File: src/rtl/if_prefetch.sv
// Pipelined multi-outstanding instruction fetch stage with a DEPTH-entry return queue.
// Optional macro IF_PREFETCH_BYPASS_EN: forward an accepted response straight to decode when the queue is empty.
module if_prefetch #(
  parameter int unsigned          ADDR_W   = 32,
  parameter int unsigned          DATA_W   = 32,
  parameter int unsigned          DEPTH    = 4,
  parameter int unsigned          PC_STEP  = 1,
  parameter logic [ADDR_W-1:0]    RESET_PC = '0
) (
  input  logic              i_clk,
  input  logic              i_rst,
  input  logic              i_hold,
  input  logic              i_jump_flag,
  input  logic [ADDR_W-1:0] i_branch_pc,
  output logic              o_mem_req,
  output logic [ADDR_W-1:0] o_mem_addr,
  input  logic              i_mem_gnt,
  input  logic              i_mem_rvalid,
  input  logic [DATA_W-1:0] i_mem_rdata,
  output logic              o_out_valid,
  output logic [DATA_W-1:0] o_out_inst,
  output logic [ADDR_W-1:0] o_out_pc,
  input  logic              i_out_ready
);

  localparam int unsigned PTR_W = (DEPTH > 1) ? $clog2(DEPTH) : 1;
  localparam int unsigned CNT_W = PTR_W + 1;
  localparam int unsigned SUM_W = CNT_W + 1;

  localparam logic [CNT_W-1:0]  DEPTH_C = CNT_W'(DEPTH);
  localparam logic [ADDR_W-1:0] PC_INC  = ADDR_W'(PC_STEP);

  logic [ADDR_W-1:0] r_fetch_pc;
  logic [ADDR_W-1:0] r_resp_pc;
  logic [CNT_W-1:0]  r_inflight;
  logic [CNT_W-1:0]  r_discard;
  logic [CNT_W-1:0]  r_count;
  logic [PTR_W-1:0]  r_wr_ptr;
  logic [PTR_W-1:0]  r_rd_ptr;
  logic [DATA_W-1:0] r_q_inst [DEPTH];
  logic [ADDR_W-1:0] r_q_pc   [DEPTH];

  logic w_credit_ok;
  logic w_grant;
  logic w_drop;
  logic w_accept;
  logic w_q_valid;
  logic w_push;
  logic w_pop;

  // Credit counts both buffered entries and every in-flight request, stale or not.
  always_comb begin
    w_credit_ok = (SUM_W'(r_inflight) + SUM_W'(r_count)) < SUM_W'(DEPTH);
    o_mem_req   = !i_rst && !i_hold && !i_jump_flag && w_credit_ok;
    o_mem_addr  = r_fetch_pc;
    w_grant     = o_mem_req && i_mem_gnt;
    w_drop      = i_mem_rvalid && (r_discard != '0);
    w_accept    = i_mem_rvalid && (r_discard == '0) && !i_jump_flag && !i_rst;
    w_q_valid   = (r_count != '0);
    w_pop       = w_q_valid && i_out_ready;
  end

`ifdef IF_PREFETCH_BYPASS_EN
  logic w_bypass;

  // Empty queue: the arriving response is presented directly; it is only stored if decode stalls.
  always_comb begin
    w_bypass    = !w_q_valid && w_accept;
    o_out_valid = w_q_valid || w_bypass;
    o_out_inst  = '0;
    o_out_pc    = '0;
    if (w_q_valid) begin
      o_out_inst = r_q_inst[r_rd_ptr];
      o_out_pc   = r_q_pc[r_rd_ptr];
    end else if (w_bypass) begin
      o_out_inst = i_mem_rdata;
      o_out_pc   = r_resp_pc;
    end
    w_push = w_accept && !(w_bypass && i_out_ready);
  end
`else
  // Outputs come from queue registers only; zero when empty.
  always_comb begin
    o_out_valid = w_q_valid;
    o_out_inst  = '0;
    o_out_pc    = '0;
    if (w_q_valid) begin
      o_out_inst = r_q_inst[r_rd_ptr];
      o_out_pc   = r_q_pc[r_rd_ptr];
    end
    w_push = w_accept;
  end
`endif

  // Control state: jump wins over everything except reset.
  always_ff @(posedge i_clk) begin
    if (i_rst) begin
      r_fetch_pc <= RESET_PC;
      r_resp_pc  <= RESET_PC;
      r_inflight <= '0;
      r_discard  <= '0;
      r_count    <= '0;
      r_wr_ptr   <= '0;
      r_rd_ptr   <= '0;
    end else if (i_jump_flag) begin
      r_fetch_pc <= i_branch_pc;
      r_resp_pc  <= i_branch_pc;
      r_inflight <= r_inflight - CNT_W'(i_mem_rvalid);
      r_discard  <= r_inflight - CNT_W'(i_mem_rvalid);
      r_count    <= '0;
      r_wr_ptr   <= '0;
      r_rd_ptr   <= '0;
    end else begin
      if (w_grant) begin
        r_fetch_pc <= r_fetch_pc + PC_INC;
      end
      case ({w_grant, i_mem_rvalid})
        2'b10:   r_inflight <= r_inflight + CNT_W'(1);
        2'b01:   r_inflight <= r_inflight - CNT_W'(1);
        default: r_inflight <= r_inflight;
      endcase
      if (w_drop) begin
        r_discard <= r_discard - CNT_W'(1);
      end
      if (w_accept) begin
        r_resp_pc <= r_resp_pc + PC_INC;
      end
      if (w_push) begin
        r_wr_ptr <= r_wr_ptr + PTR_W'(1);
      end
      if (w_pop) begin
        r_rd_ptr <= r_rd_ptr + PTR_W'(1);
      end
      case ({w_push, w_pop})
        2'b10:   r_count <= r_count + CNT_W'(1);
        2'b01:   r_count <= r_count - CNT_W'(1);
        default: r_count <= r_count;
      endcase
    end
  end

  // Queue storage needs no reset; validity is tracked by r_count.
  always_ff @(posedge i_clk) begin
    if (w_push) begin
      r_q_inst[r_wr_ptr] <= i_mem_rdata;
      r_q_pc[r_wr_ptr]   <= r_resp_pc;
    end
  end

  // Credit accounting must make an overflowing push impossible.
  always_ff @(posedge i_clk) begin
    if (!i_rst) begin
      assert (!(w_push && !w_pop && (r_count == DEPTH_C)));
    end
  end

endmodule
File: config.mk
export PLATFORM = sky130hd
export DESIGN_NAME = if_prefetch
export DESIGN_NICKNAME = d
export VERILOG_FILES = /design/src/rtl/if_prefetch.sv
export SDC_FILE = /design/constraint.sdc
export NUM_CORES = 1
export LEC_CHECK = 0
export CAP_MARGIN = 20
export CELL_PAD_IN_SITES_DETAIL_PLACEMENT = 0
export CELL_PAD_IN_SITES_GLOBAL_PLACEMENT = 2
export CORE_AREA = 2 2 166 249
export CTS_CLUSTER_DIAMETER = 100
export CTS_CLUSTER_SIZE = 20
export DETAILED_ROUTE_END_ITERATION = 10
export DIE_AREA = 0 0 168 251
export PLACE_DENSITY_LB_ADDON = 0.2
export SLEW_MARGIN = 0
export SYNTH_ARGS = -nofsm -noshare
export SYNTH_HDL_FRONTEND = slang
export SYNTH_SLANG_ARGS = --single-unit
File: constraint.sdc
create_clock -name i_clk -period 3.3 [get_ports i_clk]
set_input_delay 0.495 -clock i_clk [delete_from_list [all_inputs] [get_ports i_clk]]
set_output_delay 0.495 -clock i_clk [all_outputs]
set_load 0.005 [all_outputs]
==> results.md <==
• Critical Path Sink Type: output pin
• global route total overflow: 0
• flops & latches, synth: 335
• minimum clock period: 2.98 ns
• synthesized netlist cell count: 978
• P_leak: 5.48 nW
• Pre-Repair DR Iteration Count: 4
• placed wire-length estimate after detailed placement: 21.9 mm
• via count of the routed design: 8726
• clock sink count: 335
• final setup vio count: 0
• cell with the largest stage delay on the worst path: sky130_fd_sc_hd__mux4_2
• Initial DRC Count: 529
• placeable core region: 40000 µm²
• number of fill cells: 3653
• number of buffers added by the clock tree synthesis step: 20
• post-route setup TNS: 0 ns
• internal power: 0.00611 W
• capture endpoint of the worst hold path: o_mem_addr[12]
• Hold Crit Depth: 3
• area taken by flip-flops and latches: 9270 µm²
• worst-margin pin slew: 0.713 ns
• final count of pins violating max slew: 0
• total count of hold-check failures in the final report: 0
• net total in the final layout: 1240
• number of antenna diodes: 0
• I/O Buffers: 168
• fraction of registers with async set or reset after synthesis: 0
• CP Data Required Time: 2.80 ns
• utilization of the core after routing: 0.431
• data arrival at the endpoint of the critical path: 2.48 ns
• switching share of total power: 0.218
• startpoint-to-endpoint class of the critical path: reg -> out
• R2R cell count: 7
• TritonCTS clock tree: yes
• start of the worst register-to-register path: r_count[2]
• clk_skew: 0.0197 ns
• series of cell instances along the critical path: buf_12, mux4_2, and2_1, clkdlybuf4s50_1
• achievable clock frequency: 336 MHz
• number of ports placed on the die boundary: 169
• commonest register cell after synthesis: sky130_fd_sc_hd__edfxtp_1
• unrepaired setup endpoints after global routing: false
• Mapped Area: 14200 µm²
• fraction of the mapped netlist area in adder cells: 0.0143
• average wire per cell in the routed design: 20.4 µm
• number of remaining DRC errors: 0
• area fraction in and, or, nand and nor cells after synthesis: 0.129
• Post-Syn Nets: 1064
• number of gates resized after cts: 0
• combined area of the multi-input logic cells: 4610 µm²
• fin worst setup slack: 0.324 ns
• proportion of netlist area held by the largest area contributor: 0.542
• Distinct cells, synth: 60
• proportion of synthesized chip area in sequential cells: 0.654
• mux contribution to synthesized area: 0.105
• outcome: finished clean
• launch point of the worst hold path: i_rst
• max-cap violations: 0
• per-instance average area after synthesis: 14.5 µm²
• clock share of power: 0.323
• H-tree Lvls: 1
• Register-to-Register Setup Slack: 0.91 ns
• sequential share of power: 0.606
• compound-cell area share of the yosys netlist: 0.0549
• wirelength, routed: 34.1 mm
• Horiz. Die Dim: 168 µm
• Antenna Nets Post-Route: 0
• CP peak stage delay: 0.52 ns
• Clock Root Buffer: sky130_fd_sc_hd__clkbuf_16
• vias in the first global route: 9089
• cell area power density: 453 nW/µm²
• Post-Place Worst Slack: 0.569 ns
• type of the worst min-delay path: in -> reg
• RD Place Congestion: 0.775
• Synth area leaders: sky130_fd_sc_hd__edfxtp_1 54%, sky130_fd_sc_hd__dfxtp_1 11%, sky130_fd_sc_hd__mux4_2 10%
• antenna violations before repair: 0
• combinational family with the most area after synthesis: simple AND/OR/NAND/NOR gates
• global-route wire length before repair: 53.2 mm
• Cell Rows: 90
• area of the die: 42200 µm²
• share of the cycle needed by the critical path after routing: 0.902
• worst voltage drop across the vdd grid: 325 µV
• worst skew pair latency: 0.53 ns
• die extent in y: 251 µm
• Synth-to-Final Area Change: 21.6%
• GRT Total Usage: 0.163
• buffer depth of the longest clock path: 3
• xor/xnor share of the synthesized area: 0.0216
• number of enable-type register cells in the synthesized netlist: 256
• endpoint of the worst register-to-register path: r_inflight[1]
• initial cell density of the core: 0.355
• library cell occupying the most area in the post-synthesis netlist: sky130_fd_sc_hd__edfxtp_1
• kind of launch point of the worst setup path: flip-flop
• maximum number of pins on one net before global-route repair: 66
• part of the power in combinational logic: 0.071
• critical-path maximum fanout: 20
• layout cell share with drive strength beyond 1: 0.130
• max-slew headroom at the worst pin: 0.521
• ratio of routed vias to standard cells: 5.21
• synth warn: 0
• Net Sw Power: 0.00170 W
• clock transition time at the flip-flop clock pins of the worst setup and hold paths: 0.10 ns
## layout make-up
type | count | share of cell area
timing repair buffer | 206 | 0.119
clock inverter | 1 | 0.000436
inverter | 20 | 0.00436
clock buffer | 35 | 0.0335
multi-input combinational | 571 | 0.268
sequential | 335 | 0.538
tap | 506 | 0.0367
## layout by cell type, fill, tap and decap left out, drive strengths merged, types with 30 or more instances in the layout
master	instances
nand2	65
nand3	45
clkbuf	35
dfxtp	79
a21oi	30
edfxtp	256
mux4	64
and2	66
clkdlybuf4s50	166
nor2	53
buf	40
## critical path: cells and delay by family, from the launching register on
family                 cells  cell delay [ns]
muxes                      1             0.52
and+or+nand+nor            1             0.17
buffers and inverters      2             0.75
DFF                        1             0.51
## Yosys cell counts, types with 4 or more instances
cell and instances:
sky130_fd_sc_hd__nand2_1 64, sky130_fd_sc_hd__xor2_1 21, sky130_fd_sc_hd__and4_1 5, sky130_fd_sc_hd__or4_1 4
sky130_fd_sc_hd__or3_1 11, sky130_fd_sc_hd__dfxtp_1 79, sky130_fd_sc_hd__nand3_1 44, sky130_fd_sc_hd__a31oi_1 24
sky130_fd_sc_hd__and3_1 16, sky130_fd_sc_hd__nor2_1 52, sky130_fd_sc_hd__buf_4 4, sky130_fd_sc_hd__nand4_1 26
sky130_fd_sc_hd__o21ai_0 13, sky130_fd_sc_hd__o21a_1 7, sky130_fd_sc_hd__mux4_2 64, sky130_fd_sc_hd__nor3_1 12
sky130_fd_sc_hd__a211oi_1 14, sky130_fd_sc_hd__clkbuf_1 34, sky130_fd_sc_hd__xnor2_1 14, sky130_fd_sc_hd__o211ai_1 5
sky130_fd_sc_hd__buf_2 12, sky130_fd_sc_hd__edfxtp_1 256, sky130_fd_sc_hd__inv_1 20, sky130_fd_sc_hd__ha_1 13
sky130_fd_sc_hd__a21oi_1 30, sky130_fd_sc_hd__a21boi_0 8, sky130_fd_sc_hd__nor4_1 5, sky130_fd_sc_hd__and2_1 66
## per-stage QoR
step                      hold WS (ns)  power [W]  cell area, µm²  std cells
after floorplan                  0.466    0.00508           14200        978
after detailed placement         0.490    0.00540           16600       1627
after CTS                        0.411    0.00794           17200       1663
after global placement           0.476    0.00539           16600       1627
final                            0.441    0.00781           17200       1674
after global routing             0.447    0.00815           17200       1674
## metal layers
metal / track usage / vias up / part of all wire
li1: - / 4102 / -
met2: 0.302 / 221 / 0.53
met1: 0.203 / 4371 / 0.41
met5: 0 / - / 0
met4: 0.0385 / 0 / 0.017
met3: 0.0184 / 32 / 0.039
## sequential cells by signal (all words and copies together), names as in the netlist, named ones only
name        flops
o_mem_addr     32
r_count         3
r_discard       3
r_inflight      3
r_q_inst      128
r_q_pc        128
r_rd_ptr        2
r_resp_pc      32
r_wr_ptr        2
## power by group through the flow
stage / logic (W) / clock network [W] / registers [W]
after floorplan: 0.000275 / 0 / 0.00480
after global placement: 0.000563 / 0 / 0.00483
after detailed placement: 0.000566 / 0 / 0.00483
after CTS: 0.000569 / 0.00264 / 0.00474
after global routing: 0.000615 / 0.00279 / 0.00475
final: 0.000557 / 0.00252 / 0.00473
## worst max path at each step
stage	startpoint	endpoint	slack, ns	depth (start not counted)
3_3_place_gp	i_hold	r_inflight[2]	0.61	7
5_1_grt	flip-flop	o_out_pc[30]	0.20	4
2_1_floorplan	i_mem_rvalid	r_q_inst[0][0]	0.17	4
4_1_cts	flip-flop	o_out_pc[17]	0.05	4
3_5_place_dp	i_hold	r_inflight[2]	0.57	7
6_report	flip-flop	o_out_pc[30]	0.32	4
## cells by family (layout without fill, tap and decap cells)
logic type,Yosys count,after routing
muxes,69,69
and+or+nand+nor,332,332
DFF,335,335
AOI/OAI and AO/OA,120,120
adders and majority gates,15,15
buffers and inverters,72,262
xor gates and xnor gates,35,35
## what timing repair did
| action | in CTS | in global routing |
|---|---|---|
| endpoints found under the setup margin | 0 | 9 |
| setup buffers | 0 | 11 |
| hold buffers | 0 | 0 |
No activity file was read; power rests on OpenSTA's default activity.
